**src/rtl/packet_buffer_writer.sv**
```systemverilog
// packet_buffer_writer
//   Captures a framed byte stream (from the RMII RX dibit->byte converter)
//   into a circular packet buffer RAM. Each completed frame is published as
//   a [pkt_start, pkt_end) address range. Frames that run out of free space,
//   exceed MAX_PKT_LEN, or are aborted are discarded and never published.
//
// Ports
//   clk, reset          clock; synchronous active-high reset
//   in_ready_i, in_i    byte strobe and data
//   in_done_i           end of frame (a coincident byte is the last one)
//   in_abort_i          discard the frame in progress
//   read_ptr_i          consumer's oldest unreleased byte
//   ram_write_*_o       registered RAM write port
//   pkt_valid_o         one-cycle pulse when a frame is committed
//   pkt_start_o/end_o   committed frame range, held until the next commit
//   overflow_o          one-cycle pulse when the current frame is dropped
//   busy_o              a frame is being received or dropped
module packet_buffer_writer #(
  parameter int RAM_SIZE    = 2048,
  parameter int MAX_PKT_LEN = 1536,
  parameter int BYTE_LEN    = 8,
  localparam int AW         = $clog2(RAM_SIZE),
  localparam int LW         = $clog2(MAX_PKT_LEN + 1)
) (
  input  logic                clk,
  input  logic                reset,
  input  logic                in_ready_i,
  input  logic [BYTE_LEN-1:0] in_i,
  input  logic                in_done_i,
  input  logic                in_abort_i,
  input  logic [AW-1:0]       read_ptr_i,
  output logic                ram_write_req_o,
  output logic [AW-1:0]       ram_write_addr_o,
  output logic [BYTE_LEN-1:0] ram_write_val_o,
  output logic                pkt_valid_o,
  output logic [AW-1:0]       pkt_start_o,
  output logic [AW-1:0]       pkt_end_o,
  output logic                overflow_o,
  output logic                busy_o
);

  typedef enum logic [1:0] {S_IDLE, S_RECV, S_DROP} state_t;

  state_t              state_q, state_d;
  logic [AW-1:0]       wr_ptr_q, wr_ptr_d;
  logic [AW-1:0]       commit_q, commit_d;
  logic [LW-1:0]       len_q, len_d;
  logic                wr_req_q, wr_req_d;
  logic [AW-1:0]       wr_addr_q, wr_addr_d;
  logic [BYTE_LEN-1:0] wr_val_q, wr_val_d;
  logic                pv_q, pv_d;
  logic [AW-1:0]       ps_q, ps_d;
  logic [AW-1:0]       pe_q, pe_d;
  logic                ovf_q, ovf_d;

  logic full;
  logic reject;

  // One slot always stays empty so wr_ptr == read_ptr means "empty".
  assign full   = (wr_ptr_q + AW'(1)) == read_ptr_i;
  assign reject = in_ready_i && (full || (len_q == LW'(MAX_PKT_LEN)));

  always_ff @(posedge clk) begin
    if (reset) begin
      state_q   <= S_IDLE;
      wr_ptr_q  <= '0;
      commit_q  <= '0;
      len_q     <= '0;
      wr_req_q  <= 1'b0;
      wr_addr_q <= '0;
      wr_val_q  <= '0;
      pv_q      <= 1'b0;
      ps_q      <= '0;
      pe_q      <= '0;
      ovf_q     <= 1'b0;
    end else begin
      state_q   <= state_d;
      wr_ptr_q  <= wr_ptr_d;
      commit_q  <= commit_d;
      len_q     <= len_d;
      wr_req_q  <= wr_req_d;
      wr_addr_q <= wr_addr_d;
      wr_val_q  <= wr_val_d;
      pv_q      <= pv_d;
      ps_q      <= ps_d;
      pe_q      <= pe_d;
      ovf_q     <= ovf_d;
    end
  end

  always_comb begin
    state_d   = state_q;
    wr_ptr_d  = wr_ptr_q;
    commit_d  = commit_q;
    len_d     = len_q;
    wr_req_d  = 1'b0;
    wr_addr_d = wr_addr_q;
    wr_val_d  = wr_val_q;
    pv_d      = 1'b0;
    ps_d      = ps_q;
    pe_d      = pe_q;
    ovf_d     = 1'b0;

    case (state_q)
      // IDLE and RECV share one path: in IDLE len is 0 and wr_ptr equals
      // commit_ptr, so abort is a no-op and a lone in_done publishes nothing.
      S_IDLE, S_RECV: begin
        if (in_abort_i) begin
          wr_ptr_d = commit_q;
          len_d    = '0;
          state_d  = S_IDLE;
        end else begin
          if (reject) begin
            ovf_d    = 1'b1;
            wr_ptr_d = commit_q;
            len_d    = '0;
            state_d  = in_done_i ? S_IDLE : S_DROP;
          end else if (in_ready_i) begin
            wr_req_d  = 1'b1;
            wr_addr_d = wr_ptr_q;
            wr_val_d  = in_i;
            wr_ptr_d  = wr_ptr_q + AW'(1);
            len_d     = len_q + LW'(1);
            state_d   = S_RECV;
          end
          // Commit uses the post-byte pointer so a coincident last byte is included.
          if (in_done_i && !reject && (len_d != '0)) begin
            pv_d     = 1'b1;
            ps_d     = commit_q;
            pe_d     = wr_ptr_d;
            commit_d = wr_ptr_d;
            len_d    = '0;
            state_d  = S_IDLE;
          end
        end
      end
      S_DROP: begin
        if (in_abort_i || in_done_i) begin
          len_d   = '0;
          state_d = S_IDLE;
        end
      end
      default: state_d = S_IDLE;
    endcase
  end

  assign ram_write_req_o  = wr_req_q;
  assign ram_write_addr_o = wr_addr_q;
  assign ram_write_val_o  = wr_val_q;
  assign pkt_valid_o      = pv_q;
  assign pkt_start_o      = ps_q;
  assign pkt_end_o        = pe_q;
  assign overflow_o       = ovf_q;
  assign busy_o           = (state_q != S_IDLE);

endmodule

```
**config.mk**
```make
export PLATFORM = sky130hd
export DESIGN_NAME = packet_buffer_writer
export DESIGN_NICKNAME = d
export VERILOG_FILES = /design/src/rtl/packet_buffer_writer.sv
export SDC_FILE = /design/constraint.sdc
export NUM_CORES = 1
export LEC_CHECK = 0
export ABC_AREA = 0
export CORE_MARGIN = 3
export CORE_UTILIZATION = 36
export CTS_CLUSTER_DIAMETER = 150
export DETAILED_ROUTE_END_ITERATION = 6
export PLACE_DENSITY = 0.6
export REMOVE_ABC_BUFFERS = 1
export SYNTH_ARGS = -nofsm -noshare
export SYNTH_HDL_FRONTEND = slang
export SYNTH_SLANG_ARGS = --single-unit
```
**constraint.sdc**
```tcl
create_clock -name clk -period 3.9 [get_ports clk]
set_clock_uncertainty 0.2 [all_clocks]
set_input_delay 0.78 -clock clk [delete_from_list [all_inputs] [get_ports clk]]
set_output_delay 0.78 -clock clk [all_outputs]
set_load 0.02 [all_outputs]
```
==> out/metrics.cfg <==
[status]
status=finished clean

[timing]
setup_viol=0
worst_pin_slew_ns=0.663
slew_headroom_pct=55.3
fmax_mhz=303
grt_setup_unrepaired=no
slew_violations=0
layout_min_cycle_time_ns=3.30
hold_viol_final=0
post-route-period-util_pct=84.6
setup_tns_ns=0

[synthesis]
synth_compound_area_share_pct=12.9
muxShareOfSynthArea_pct=13.5
synthCells=434
ys.flop_type=dfxtp_1
ys_ff_latch=68
synth-edff-count=0
synth_xor_area_share_pct=4.91
async_flop_share_pct=0
syn_area_um2=3750
yosysSeqAreaShare_pct=36.3
avgSynthCellArea_um2=8.63
synth_top_family_by_area=simple AND/OR/NAND/NOR gates
synth_cell_types=64
yosys.area_share.simple_pct=26.0
synth_fa_ha_area_share_pct=1.00
synth_warnings=0

[global_routing]
grt_pass1_vias=3134
grt_max_degree=45
grt_pass1_wl_um=15100
overflow=0
antenna_found_initial=0
grtUsageTotal_pct=16.1

[worst_setup_path]
start_kind=primary input
path_class=primary input to flip-flop
cp-end-kind=flip-flop
cp_slowest_cell=clkdlybuf4s50_1
cpMostUsedCell=a21o_1
critPathMaxStageDelay_ns=0.51
cp_max_fo=12
cp_data_arrival_time_ns=3.39
worstPathCellList=clkdlybuf4s50_1, and4_1, or3b_1, mux2_2, nor3_1, a21o_1, nand3b_2, nor4_1, a21o_1
cp_data_required_time_ns=3.99
cp.buffers_inverters=1
reg2reg_depth=9
crit_family=simple AND/OR/NAND/NOR gates
cp.depth=9

[power_and_ir_drop]
leakage_nw=1.85
power_mw=1.45
power_density_nw_per_um2=308
ir_drop_v=0.000148

[routing]
drtAntennaViolNets=0
drcViolationCount=0
via_per_inst=5.21
firstDrtPassIters=5
drtIter0Drc=159
routedWlPerCell_um=14.3
route.vias.total=3268
wl_um=8970

[final_layout]
mostFrequentLayoutCells=nor2_1, dfxtp_1, clkdlybuf4s50_1
drive_gt1_share_pct=9.11
post-route-util_pct=47.2
layout.nets=518
insertedDiodeCount=0
synthToLayoutAreaGrowth_pct=25.5
final_cell_area_um2=4700
instances_no_fill=627

[clock_network]
cts_tree=built
post_cts_resized=0
cts_hold_buf=0
post_cts_buffers=0
cts_buffer_depth=2
clk_latency_ns=0.34
cts_buffers=9
clock-sinks=68
cts_root_buf=clkbuf_8
clkTransAtPathRegs_ns=0.07
htreeDepth=3

[floorplan]
rows=36
core_um2=9950
die_w_um=108
dieArea_um2=11700
die_h_um=108
ios=69
initial_core_util_pct=37.6

[placement]
gp_congestion=0.860
place_area_um2=4510
io_buffer_count=68
dp_cells=613
hpwl_um=6370

[worst_hold_path]
min_path_type=flip-flop to flip-flop
min_path_cells=2

[run]
maxCapViolCount=0

-- synthesized netlist by cell type (all sizes together) (9+ instances only) --
master	number	share of area [%]
nand2	41	4.2
nor3	10	1.3
xnor2	16	3.7
nand3	12	1.9
dfxtp	68	36
buf	19	3.7
mux2i	45	12
nor2	69	7.1
o21ai	11	1.8
nand4	9	1.5
clkbuf	15	1.5
a31oi	9	1.5
-- layer usage --
metal	part of all wire, %	vias up	global-route usage (%)
met1	46	1536	21.0
met4	0.50	0	4.69
met3	5.1	5	3.46
met5	0	-	0
met2	49	77	26.8
li1	-	1650	-
-- layout make-up --
type,count,area [um^2]
multi-input cells,330,2180
well taps,133,166
fillers,999,5260
inverters,2,7.51
repair buffers,80,791
clock buffers,12,155
clock inverters,2,35.0
flip-flops and latches,68,1360
-- tightest hold or removal path, cell delays in order (launching register included) --
cell     delay (ns)
dfxtp_1        0.33
nand2_1        0.06
a21oi_1        0.06
-- registers in the layout, summed over array words and instances, names as in the netlist --
signal,count
ram_write_addr_o,11
state_q,2
ram_write_val_o,8
overflow_o,1
wr_ptr_q,11
pkt_start_o,11
ram_write_req_o,1
pkt_valid_o,1
len_q,11
pkt_end_o,11
-- through the flow --
step           hold WS, ns  setup slack (ns)
2_1_floorplan        0.261             0.757
3_3_place_gp         0.276             0.310
3_5_place_dp         0.276             0.245
4_1_cts              0.289             0.607
5_1_grt              0.314             0.414
6_report             0.293             0.599
-- logic make-up after synthesis --
family                     Yosys count
adders and majority gates            3
DFF                                 68
and+or+nand+nor                    192
AOI/OAI and AO/OA                   64
buffers and inverters               36
xor gates and xnor gates            21
muxes                               50
-- final timing paths --
| path | to | slack [ns] | startpoint |
|---|---|---|---|
| max | len_q[8]$_SDFFE_PP0P_ | 0.60 | in_ready_i |
| min | pkt_start_o[0]$_SDFFE_PP0P_ | 0.29 | pkt_start_o[0]$_SDFFE_PP0P_ |
| max reg2reg | wr_ptr_q[2]$_SDFFE_PP0P_ | 0.68 | wr_ptr_q[1]$_SDFFE_PP0P_ |
| min reg2reg | pkt_start_o[0]$_SDFFE_PP0P_ | 0.29 | pkt_start_o[0]$_SDFFE_PP0P_ |
-- report_power, final --
| group | switching (mW) | leakage [nW] | internal (mW) | total, mW |
|---|---|---|---|---|
| Clock | 0.256 | 0.0983 | 0.323 | 0.579 |
| Sequential | 0.00765 | 0.550 | 0.703 | 0.711 |
| Combinational | 0.0817 | 1.20 | 0.0754 | 0.157 |
| Total | 0.345 | 1.85 | 1.10 | 1.45 |
Note: power is estimated with default switching activity, not from simulation.
